### config.mk
export PLATFORM = sky130hd
export DESIGN_NAME = dr_resp_stub
export DESIGN_NICKNAME = d
export VERILOG_FILES = /design/src/rtl/dr_resp_stub.sv
export SDC_FILE = /design/constraint.sdc
export NUM_CORES = 1
export LEC_CHECK = 0
export ABC_AREA = 1
export BUFFER_PORTS_ARGS = -buffer_cell sky130_fd_sc_hd__buf_4
export CAP_MARGIN = 15
export CORE_AREA = 2 2 126 128
export DETAILED_ROUTE_END_ITERATION = 7
export DIE_AREA = 0 0 128 130
export HOLD_SLACK_MARGIN = 0.05
export PLACE_DENSITY_LB_ADDON = 0.08
export SLEW_MARGIN = 15
export SYNTH_ARGS = -nofsm -noshare
export SYNTH_HDL_FRONTEND = slang
export SYNTH_SLANG_ARGS = --single-unit
### constraint.sdc
create_clock -name clk -period 1.8 [get_ports clk]
set_input_delay 0.36 -clock clk [delete_from_list [all_inputs] [get_ports clk]]
set_output_delay 0.36 -clock clk [all_outputs]
set_load 0.05 [all_outputs]
### src/rtl/dr_resp_stub.sv
// Directory response stub: answers each L2 request with a snack and each displacement with a dack,
// echoing the source nid after a fixed delay; each channel is an in-order queue.
package dr_resp_stub_pkg;

    typedef struct packed {
        logic [4:0]  nid;
        logic [5:0]  l2id;
        logic [4:0]  cmd;
        logic [49:0] paddr;
    } I_l2todr_req_type;

    typedef struct packed {
        logic [4:0]  nid;
        logic [5:0]  l2id;
        logic [5:0]  drid;
        logic [4:0]  snack;
        logic [63:0] line;
    } I_drtol2_snack_type;

    typedef struct packed {
        logic [4:0]  nid;
        logic [5:0]  l2id;
        logic [5:0]  drid;
        logic [15:0] mask;
        logic [1:0]  dcmd;
        logic [63:0] line;
        logic [49:0] paddr;
    } I_l2todr_disp_type;

    typedef struct packed {
        logic [4:0] nid;
        logic [5:0] l2id;
    } I_drtol2_dack_type;

endpackage

// One response channel: nid queue with a head delay counter.
// Head becomes valid LAT cycles after it reaches the head; retry = queue full.
module dr_resp_q #(
    parameter int QDEPTH = 4,
    parameter int LAT    = 3
) (
    input  logic       clk,
    input  logic       reset,
    input  logic       in_valid,
    output logic       in_retry,
    input  logic [4:0] in_nid,
    output logic       out_valid,
    input  logic       out_retry,
    output logic [4:0] out_nid
);
    localparam int AW = $clog2(QDEPTH);

    logic [4:0]    mem [QDEPTH];
    logic [AW-1:0] wr_ptr;
    logic [AW-1:0] rd_ptr;
    logic [AW:0]   count;
    logic [3:0]    delay;
    logic          full;
    logic          push;
    logic          pop;

    assign full      = (count == (AW+1)'(QDEPTH));
    assign push      = in_valid && !full;
    assign out_valid = (count != '0) && (delay == 4'd0);
    assign pop       = out_valid && !out_retry;
    assign in_retry  = full;
    assign out_nid   = out_valid ? mem[rd_ptr] : 5'd0;

    always_ff @(posedge clk or posedge reset) begin
        if (reset) begin
            wr_ptr <= '0;
            rd_ptr <= '0;
            count  <= '0;
            delay  <= 4'd0;
        end else begin
            if (push)
                wr_ptr <= wr_ptr + AW'(1);
            if (pop)
                rd_ptr <= rd_ptr + AW'(1);
            case ({push, pop})
                2'b10:   count <= count + (AW+1)'(1);
                2'b01:   count <= count - (AW+1)'(1);
                default: count <= count;
            endcase
            // A new head always waits the full delay, including a push that refills a queue being drained.
            if ((push && count == '0) || (pop && (count > (AW+1)'(1) || push)))
                delay <= 4'(LAT);
            else if (delay != 4'd0)
                delay <= delay - 4'd1;
        end
    end

    always_ff @(posedge clk) begin
        if (push)
            mem[wr_ptr] <= in_nid;
    end

endmodule

// Top: two independent channels, req->snack and disp->dack; outputs are zero except nid.
// First response LAT+1 cycles after acceptance; retry on an output holds valid and payload.
module dr_resp_stub
    import dr_resp_stub_pkg::*;
#(
    parameter int QDEPTH = 4,
    parameter int LAT    = 3
) (
    input  logic               clk,
    input  logic               reset,
    input  logic               l2todr_req_valid,
    output logic               l2todr_req_retry,
    input  I_l2todr_req_type   l2todr_req,
    output logic               drtol2_snack_valid,
    input  logic               drtol2_snack_retry,
    output I_drtol2_snack_type drtol2_snack,
    input  logic               l2todr_disp_valid,
    output logic               l2todr_disp_retry,
    input  I_l2todr_disp_type  l2todr_disp,
    output logic               drtol2_dack_valid,
    input  logic               drtol2_dack_retry,
    output I_drtol2_dack_type  drtol2_dack
);
    logic [4:0] snack_nid;
    logic [4:0] dack_nid;

    // Only the nid travels through; the rest of each payload is deliberately ignored.
    logic payload_unused;
    assign payload_unused = ^{l2todr_req.l2id, l2todr_req.cmd, l2todr_req.paddr,
                              l2todr_disp.l2id, l2todr_disp.drid, l2todr_disp.mask,
                              l2todr_disp.dcmd, l2todr_disp.line, l2todr_disp.paddr};

    dr_resp_q #(.QDEPTH(QDEPTH), .LAT(LAT)) u_req_q (
        .clk       (clk),
        .reset     (reset),
        .in_valid  (l2todr_req_valid),
        .in_retry  (l2todr_req_retry),
        .in_nid    (l2todr_req.nid),
        .out_valid (drtol2_snack_valid),
        .out_retry (drtol2_snack_retry),
        .out_nid   (snack_nid)
    );

    dr_resp_q #(.QDEPTH(QDEPTH), .LAT(LAT)) u_disp_q (
        .clk       (clk),
        .reset     (reset),
        .in_valid  (l2todr_disp_valid),
        .in_retry  (l2todr_disp_retry),
        .in_nid    (l2todr_disp.nid),
        .out_valid (drtol2_dack_valid),
        .out_retry (drtol2_dack_retry),
        .out_nid   (dack_nid)
    );

    always_comb begin
        drtol2_snack     = '0;
        drtol2_snack.nid = snack_nid;
        drtol2_dack      = '0;
        drtol2_dack.nid  = dack_nid;
    end

endmodule

==> impl_metrics.xml, run 1 <==
<?xml version="1.0" encoding="UTF-8"?>
<metrics>
  <group name="timing">
    <metric name="rsz0062_at_grt" unit="">yes</metric>
    <metric name="setup_violations" unit="">12</metric>
    <metric name="post-route-period-util" unit="%">106.7</metric>
    <metric name="post-route-worst-setup-slack" unit="ps">-120.3</metric>
    <metric name="final.setup_skew" unit="ps">5.954</metric>
    <metric name="final_period_minus_worst_setup_slack" unit="ps">1920</metric>
    <metric name="final_hold_viol_count" unit="">0</metric>
    <metric name="timing.final.max_slew_violations" unit="">0</metric>
    <metric name="maxClockFrequency" unit="MHz">520.8</metric>
  </group>
  <group name="power">
    <metric name="power.static_leakage" unit="nW">2.199</metric>
    <metric name="power_density" unit="mW/mm^2">1699</metric>
    <metric name="totalPowerFinal" unit="mW">8.128</metric>
    <metric name="ir_drop" unit="uV">678.9</metric>
  </group>
  <group name="yosys">
    <metric name="post_synth_num_cell_types" unit="">25</metric>
    <metric name="synth_top_cells_by_count" unit="">88 x sky130_fd_sc_hd__buf_4, 63 x sky130_fd_sc_hd__nor2_1, 40 x sky130_fd_sc_hd__edfxtp_1</metric>
    <metric name="synthesis.area" unit="mm^2">0.003692</metric>
    <metric name="netlist_instances" unit="">387</metric>
    <metric name="synthesis.area_per_instance" unit="um^2">9.541</metric>
    <metric name="async_flop_share" unit="%">35.48</metric>
    <metric name="synth_top_cell_area_share" unit="%">32.53</metric>
    <metric name="synth_most_common_cell" unit="">sky130_fd_sc_hd__buf_4</metric>
    <metric name="synth_area_leader_cell" unit="">sky130_fd_sc_hd__edfxtp_1</metric>
    <metric name="ys.flop_type" unit="">sky130_fd_sc_hd__edfxtp_1</metric>
    <metric name="seq_area_frac_synth" unit="%">47.44</metric>
    <metric name="ys_ff_latch" unit="">62</metric>
    <metric name="synth_edf_count" unit="">40</metric>
    <metric name="synth_area_leaders" unit="">sky130_fd_sc_hd__edfxtp_1 33%, sky130_fd_sc_hd__buf_4 18%, sky130_fd_sc_hd__dfrtp_1 15%</metric>
    <metric name="synthesis.yosys.warnings" unit="">0</metric>
  </group>
  <group name="floorplanning">
    <metric name="core_region_area" unit="mm^2">0.01542</metric>
    <metric name="die_width" unit="um">128</metric>
    <metric name="placement_rows" unit="">46</metric>
    <metric name="die_height" unit="um">130</metric>
    <metric name="io_pins" unit="">322</metric>
    <metric name="die_area" unit="mm^2">0.01664</metric>
    <metric name="initial_core_util" unit="%">23.94</metric>
  </group>
  <group name="status">
    <metric name="status" unit="">complete, but fails checks</metric>
    <metric name="violations" unit="">negative setup slack</metric>
  </group>
  <group name="detailed_routing">
    <metric name="dr.max_layer_used" unit="">met4</metric>
    <metric name="met2RoutedLength" unit="mm">3.649</metric>
    <metric name="drt_iter0_markers" unit="">96</metric>
    <metric name="first_pass_iters" unit="">4</metric>
    <metric name="routed-via-count" unit="">2432</metric>
    <metric name="met1Wirelength" unit="mm">3.227</metric>
    <metric name="post-route-drc-count" unit="">0</metric>
    <metric name="routed-wl-met3" unit="um">319</metric>
    <metric name="total_wirelength" unit="mm">7.297</metric>
    <metric name="routedWlPerCell" unit="um">10.86</metric>
    <metric name="detail-route-antenna-nets" unit="">0</metric>
    <metric name="viasPerCell" unit="">3.619</metric>
  </group>
  <group name="global_route">
    <metric name="grt_start_max_net_pins" unit="">23</metric>
    <metric name="number_of_antenna_violations_at_the_first_check_in_global_routing" unit="">0</metric>
    <metric name="grt_pass1_wl" unit="mm">11.59</metric>
    <metric name="grt_remaining_overflow" unit="">0</metric>
    <metric name="first_global_vias" unit="">2359</metric>
    <metric name="grt.total_usage" unit="%">9.200</metric>
  </group>
  <group name="final_layout">
    <metric name="number_of_filler_cells_placed_in_the_layout" unit="">1606</metric>
    <metric name="num-nets-final" unit="">716</metric>
    <metric name="sequential_cell_area" unit="mm^2">0.001754</metric>
    <metric name="final_core_utilization" unit="%">31.02</metric>
    <metric name="multi_input_combinational_cell_area" unit="mm^2">0.001622</metric>
    <metric name="drive_above_1_share" unit="%">30.21</metric>
    <metric name="antennaDiodeCount" unit="">0</metric>
    <metric name="area_delta_synth_final" unit="%">29.58</metric>
  </group>
  <group name="placed_design">
    <metric name="finalWeightedCongestion" unit="">0.7107</metric>
    <metric name="place.detailed.hpwl" unit="mm">5.345</metric>
    <metric name="port-buffer-count" unit="">29</metric>
  </group>
  <group name="worst_setup_path">
    <metric name="arrival" unit="ps">1560</metric>
    <metric name="critical_path.reg2reg.endpoint" unit="">u_req_q.count[2]</metric>
    <metric name="cp-start-kind" unit="">flop</metric>
    <metric name="crit_path_max_fanout" unit="">5</metric>
    <metric name="critPathMostFrequentCell" unit="">sky130_fd_sc_hd__nor2_4</metric>
    <metric name="worst-r2r-cell-count" unit="">12</metric>
    <metric name="timing.critical_path.slowest_stage_cell" unit="">sky130_fd_sc_hd__dfrtp_1</metric>
    <metric name="path_class" unit="">reg2out</metric>
    <metric name="rr_startpoint" unit="">u_req_q.delay[1]</metric>
    <metric name="timing.critical_path.required" unit="ps">1440</metric>
    <metric name="crit_path_end_kind" unit="">output pin</metric>
    <metric name="rrSetupSlack" unit="ps">0</metric>
    <metric name="worstPathCellList" unit="">nor2_4, nand2_4, nor2_4, inv_6, a21oi_4, buf_6</metric>
    <metric name="critical_path.max_stage_delay" unit="ps">430</metric>
  </group>
  <group name="clock_network">
    <metric name="cts_made_buffers" unit="">9</metric>
    <metric name="root_buffer" unit="">sky130_fd_sc_hd__clkbuf_16</metric>
    <metric name="worst_skew_pair_latency" unit="ps">330</metric>
    <metric name="clock_tree.buffer_depth" unit="">2</metric>
    <metric name="cts.htree.levels" unit="">3</metric>
    <metric name="clk_pin_slew" unit="ps">50</metric>
    <metric name="cts.sink_count" unit="">62</metric>
    <metric name="cts_tree" unit="">done</metric>
    <metric name="post_cts_hold_buffer_count" unit="">0</metric>
  </group>
  <group name="flow_run">
    <metric name="max-cap-violations" unit="">0</metric>
  </group>
  <group name="min_path">
    <metric name="hold_path.class" unit="">in2async</metric>
  </group>
</metrics>
## power breakdown
part	switching [mW]	total [mW]	leakage (nW)	internal (mW)
logic	2.52	4.22	1.43	1.70
clock network	0.592	1.64	0.141	1.05
registers	0.286	2.27	0.627	1.98
total	3.40	8.13	2.20	4.73
## cell families (layout without fill, tap and decap cells)
kind of cell,count (synthesis),count (layout),synth area share [%]
AND/OR/NAND/NOR,110,110,13.52
buffers and inverters,136,143,23.08
flip-flops,62,62,47.44
XOR/XNOR,12,12,2.846
other,1,87,0.1016
AO/OA/AOI/OAI,46,46,6.235
adder cells (fa/ha/maj),20,20,6.777
## worst max-delay path: cells and delay by family, from the launching register on
kind | cells | cell delay [ps]
AOI/OAI and AO/OA | 1 | 120
buffers and inverters | 2 | 250
DFF | 1 | 430
and+or+nand+nor | 3 | 420
## area by class of cell
class	count	area share, %
repair buffers	83	14.83
clock inverters	6	1.098
well taps	192	5.021
multi-input cells	275	33.89
clock buffers	10	4.786
inverters	44	3.713
flip-flops and latches	62	36.66
## flip-flops by register name (all words and copies together), names as in the netlist
signal	cells
u_disp_q.delay	4
u_disp_q.wr_ptr	2
u_req_q.wr_ptr	2
u_req_q.rd_ptr	2
u_disp_q.mem	20
u_disp_q.rd_ptr	2
u_req_q.count	3
u_req_q.mem	20
u_req_q.delay	4
u_disp_q.count	3
## metrics by stage
stage               TNS [ps]  setup WS, ps  area [um^2]  hold WS (ps)  cells
finish                 -1237        -120.3         4785         78.93    672
detailed placement         0         42.53         4175         440.8    644
global route           -2456        -215.2         4785         99.29    672
CTS                    -1754        -171.4         4678         87.70    668
global placement           0         38.61         4175         443.3    644
floorplan              -1757        -261.2         4089         349.2    473
## metal layers
metal	vias up	GRT usage [%]
met5	-	0
met3	7	3.116
met4	0	3.491
li1	1233	-
met2	66	15.35
met1	1126	11.05
## worst max path at each step
stage,cells after the start,start,endpoint,slack [ps]
after floorplan,6,u_req_q.delay[0],drtol2_snack[81],-260
after global placement,11,u_req_q.delay[1],u_req_q.count[2],40
after global routing,7,u_req_q.delay[1],drtol2_snack[81],-220
after detailed placement,7,u_req_q.delay[1],drtol2_snack[81],40
after CTS,7,u_req_q.delay[1],drtol2_snack[81],-170
final,6,u_disp_q.delay[2],drtol2_dack[9],-120
## layout by cell type, fill, tap and decap left out, types with 3 or more instances in the layout
| cell type | n |
|---|---|
| sky130_fd_sc_hd__xor2_1 | 8 |
| sky130_fd_sc_hd__clkinv_2 | 3 |
| sky130_fd_sc_hd__xnor2_1 | 3 |
| sky130_fd_sc_hd__nor2_4 | 3 |
| sky130_fd_sc_hd__ha_4 | 5 |
| sky130_fd_sc_hd__inv_4 | 3 |
| sky130_fd_sc_hd__nand2_2 | 4 |
| sky130_fd_sc_hd__dfrtp_1 | 20 |
| sky130_fd_sc_hd__o21ai_0 | 12 |
| sky130_fd_sc_hd__a21oi_4 | 8 |
| sky130_fd_sc_hd__clkbuf_16 | 9 |
| sky130_fd_sc_hd__ha_1 | 14 |
| sky130_fd_sc_hd__a21oi_1 | 6 |
| sky130_fd_sc_hd__nand2_1 | 22 |
| sky130_fd_sc_hd__buf_6 | 17 |
| sky130_fd_sc_hd__o21ai_1 | 18 |
| sky130_fd_sc_hd__buf_8 | 3 |
| sky130_fd_sc_hd__nand2_4 | 3 |
| sky130_fd_sc_hd__nor2_1 | 62 |
| sky130_fd_sc_hd__nand3_1 | 10 |
| sky130_fd_sc_hd__edfxtp_1 | 40 |
| sky130_fd_sc_hd__inv_1 | 28 |
| sky130_fd_sc_hd__buf_4 | 63 |
| sky130_fd_sc_hd__conb_1 | 87 |
| sky130_fd_sc_hd__inv_2 | 12 |
## repair_timing
item                                    CTS  global route
gates cloned                              0             0
endpoints found under the setup margin   12            20
setup buffers                            11             5
pin swaps                                10             4
gates resized for setup                  54            22
(Power assumes the default switching activity.)
==> run 2, diff against run 1 <==
CELL_PAD_IN_SITES_DETAIL_PLACEMENT = 0   (was default)
CELL_PAD_IN_SITES_GLOBAL_PLACEMENT = 1   (was default)
CORE_AREA = default   (was 2 2 126 128)
CORE_ASPECT_RATIO = 0.5   (was default)
CORE_UTILIZATION = 23   (was default)
DIE_AREA = default   (was 0 0 128 130)
==> run 2 against run 1 <==
  * The flow still finishes with violations (negative setup slack)
  * Largest cell class unchanged
  * Critical endpoint is now drtol2_snack_valid
  * Register-to-register slack lost 120 ps
  * Final cell count grew 1.9%
  * Global-route usage grew 0.056 points
  * Critical path type unchanged
  * Largest power group unchanged
  * Non-clock buffer count grew 1
==> impl_metrics.xml, run 2 (synthesis gave the netlist of run 1 again) <==
<?xml version="1.0" encoding="UTF-8"?>
<metrics>
  <group name="detailed_routing">
    <metric name="post-route-drc-count" unit="">0</metric>
    <metric name="detail-route-antenna-nets" unit="">0</metric>
    <metric name="routedWlPerCell" unit="um">10.66</metric>
    <metric name="routed-via-count" unit="">2430</metric>
    <metric name="total_wirelength" unit="mm">7.300</metric>
    <metric name="drt_iter0_markers" unit="">54</metric>
    <metric name="first_pass_iters" unit="">4</metric>
    <metric name="viasPerCell" unit="">3.547</metric>
  </group>
  <group name="final_layout">
    <metric name="area_delta_synth_final" unit="%">29.48</metric>
    <metric name="antennaDiodeCount" unit="">0</metric>
    <metric name="final_core_utilization" unit="%">30.77</metric>
    <metric name="sequential_cell_area" unit="mm^2">0.001754</metric>
    <metric name="largest_registers" unit="">u_disp_q.mem: 20 flops, u_req_q.mem: 20 flops</metric>
    <metric name="final_non_filler_cells" unit="">685</metric>
    <metric name="multi_input_combinational_cell_area" unit="mm^2">0.001590</metric>
    <metric name="final_common_cell" unit="">sky130_fd_sc_hd__conb_1</metric>
    <metric name="drive_above_1_share" unit="%">29.73</metric>
    <metric name="layout_common_cells" unit="">87 x sky130_fd_sc_hd__conb_1, 68 x sky130_fd_sc_hd__buf_4, 62 x sky130_fd_sc_hd__nor2_1</metric>
    <metric name="num-nets-final" unit="">717</metric>
    <metric name="number_of_filler_cells_placed_in_the_layout" unit="">1645</metric>
    <metric name="fin_area" unit="mm^2">0.004781</metric>
  </group>
  <group name="power">
    <metric name="ir_drop" unit="uV">483.4</metric>
    <metric name="power_density" unit="mW/mm^2">1714</metric>
    <metric name="power.static_leakage" unit="nW">2.196</metric>
    <metric name="totalPowerFinal" unit="mW">8.194</metric>
  </group>
  <group name="floorplanning">
    <metric name="die_height" unit="um">91.59</metric>
    <metric name="die_area" unit="mm^2">0.01659</metric>
    <metric name="core_region_area" unit="mm^2">0.01553</metric>
    <metric name="initial_core_util" unit="%">23.77</metric>
    <metric name="io_pins" unit="">322</metric>
    <metric name="placement_rows" unit="">32</metric>
    <metric name="die_width" unit="um">181.2</metric>
  </group>
  <group name="flow_run">
    <metric name="max-cap-violations" unit="">0</metric>
  </group>
  <group name="clock_network">
    <metric name="cts_tree" unit="">done</metric>
    <metric name="clk_pin_slew" unit="ps">50</metric>
    <metric name="cts.htree.levels" unit="">3</metric>
    <metric name="cts_made_buffers" unit="">9</metric>
    <metric name="root_buffer" unit="">sky130_fd_sc_hd__clkbuf_16</metric>
    <metric name="cts.sink_count" unit="">62</metric>
    <metric name="clock_tree.buffer_depth" unit="">2</metric>
    <metric name="worst_skew_pair_latency" unit="ps">320</metric>
  </group>
  <group name="placed_design">
    <metric name="finalWeightedCongestion" unit="">0.7001</metric>
    <metric name="placed_cells" unit="">652</metric>
    <metric name="port-buffer-count" unit="">29</metric>
    <metric name="place.detailed.hpwl" unit="mm">5.354</metric>
    <metric name="dp_worst_setup_slack" unit="ps">-12.19</metric>
    <metric name="placed_area" unit="mm^2">0.004160</metric>
  </group>
  <group name="global_route">
    <metric name="grt_pass1_wl" unit="mm">11.47</metric>
    <metric name="grt.total_usage" unit="%">9.256</metric>
    <metric name="grt_remaining_overflow" unit="">0</metric>
    <metric name="first_global_vias" unit="">2283</metric>
    <metric name="number_of_antenna_violations_at_the_first_check_in_global_routing" unit="">0</metric>
    <metric name="grt_start_max_net_pins" unit="">23</metric>
  </group>
  <group name="timing">
    <metric name="rsz0062_at_grt" unit="">yes</metric>
    <metric name="setup_violations" unit="">15</metric>
    <metric name="final_hold_viol_count" unit="">0</metric>
    <metric name="maxClockFrequency" unit="MHz">511.5</metric>
    <metric name="post-route-period-util" unit="%">108.6</metric>
    <metric name="final.setup_skew" unit="ps">5.605</metric>
    <metric name="post-route-worst-setup-slack" unit="ps">-155.0</metric>
    <metric name="timing.final.max_slew_violations" unit="">0</metric>
    <metric name="final_period_minus_worst_setup_slack" unit="ps">1955</metric>
  </group>
  <group name="worst_setup_path">
    <metric name="worst-r2r-cell-count" unit="">12</metric>
    <metric name="crit_path_max_fanout" unit="">8</metric>
    <metric name="timing.critical_path.required" unit="ps">1440</metric>
    <metric name="timing.critical_path.slowest_stage_cell" unit="">sky130_fd_sc_hd__dfrtp_1</metric>
    <metric name="critical_path.top_delay_family" unit="">buffers and inverters</metric>
    <metric name="cp-start-kind" unit="">flop</metric>
    <metric name="arrival" unit="ps">1600</metric>
    <metric name="critical_path.reg2reg.endpoint" unit="">u_req_q.count[2]</metric>
    <metric name="worstPathCellList" unit="">inv_2, ha_4, nand2_4, nor2_4, nand2_8, buf_6, inv_4, buf_8</metric>
    <metric name="path_class" unit="">reg2out</metric>
    <metric name="rr_startpoint" unit="">u_req_q.delay[1]</metric>
    <metric name="rrSetupSlack" unit="ps">-120</metric>
    <metric name="timing.critical_path.buf_inv" unit="">4</metric>
    <metric name="critical_path.max_stage_delay" unit="ps">390</metric>
    <metric name="crit_path_end_kind" unit="">output pin</metric>
  </group>
  <group name="status">
    <metric name="violations" unit="">negative setup slack</metric>
    <metric name="status" unit="">complete, but fails checks</metric>
  </group>
  <group name="min_path">
    <metric name="hold_path.class" unit="">in2async</metric>
  </group>
</metrics>
## run 2: worst max-delay path by stage
| stage | from | endpoint | slack, ps | depth (start not counted) |
|---|---|---|---|---|
| 2_1_floorplan | u_req_q.delay[0] | drtol2_snack[81] | -260 | 6 |
| 3_3_place_gp | u_req_q.delay[1] | u_req_q.count[2] | -10 | 11 |
| 3_5_place_dp | u_req_q.delay[1] | u_req_q.count[2] | -10 | 11 |
| 4_1_cts | u_req_q.delay[1] | drtol2_snack[85] | -210 | 7 |
| 5_1_grt | u_req_q.delay[1] | drtol2_snack[82] | -240 | 7 |
| 6_report | u_req_q.delay[1] | drtol2_snack_valid | -160 | 8 |
## run 2: what timing repair did
action                                  CTS  global route
hold endpoints to repair                  0             0
gates resized for setup                  41            21
endpoints found under the setup margin   13            18
setup buffers                            12             6
pin swaps                                 7             5
hold buffers                              0             0
## run 2: worst reg2reg max path, stage by stage, from the launching register on
cell                      delay, ps
sky130_fd_sc_hd__dfrtp_1        390
sky130_fd_sc_hd__inv_2           80
sky130_fd_sc_hd__ha_4           140
sky130_fd_sc_hd__nand2_4         50
sky130_fd_sc_hd__nor2_4         150
sky130_fd_sc_hd__nand2_8        140
sky130_fd_sc_hd__buf_4          180
sky130_fd_sc_hd__nor2_8          70
sky130_fd_sc_hd__ha_1           240
sky130_fd_sc_hd__nor2_1         110
sky130_fd_sc_hd__nand2_1         70
sky130_fd_sc_hd__xor2_1         120
sky130_fd_sc_hd__inv_1           50
## run 2: report_power, final
part,total [mW],internal [mW],switching [mW]
registers,2.25,1.98,0.270
clock network,1.79,1.20,0.584
logic,4.16,1.65,2.51
total,8.19,4.83,3.36
## run 2: area by class of cell
class | count | share of cell area [%]
tap | 204 | 5.339
inverter | 44 | 3.612
sequential | 62 | 36.69
timing repair buffer | 84 | 14.68
clock buffer | 11 | 4.868
multi-input combinational | 275 | 33.26
clock inverter | 5 | 1.544
## run 2: layer usage
metal / share of wire [%] / GRT usage, % / vias to the layer above
li1: - / - / 1237
met1: 44 / 10.77 / 1120
met2: 52 / 16.51 / 71
met3: 3.8 / 2.768 / 2
met4: 0.33 / 2.542 / 0
met5: 0 / 0 / -
## run 2: stage by stage
stage	hold WS, ps	setup TNS (ps)
6_report	88.35	-1664
4_1_cts	92.16	-2300
2_1_floorplan	349.2	-1757
5_1_grt	126.1	-3113
3_3_place_gp	442.6	-12.14
3_5_place_dp	444.4	-12.19
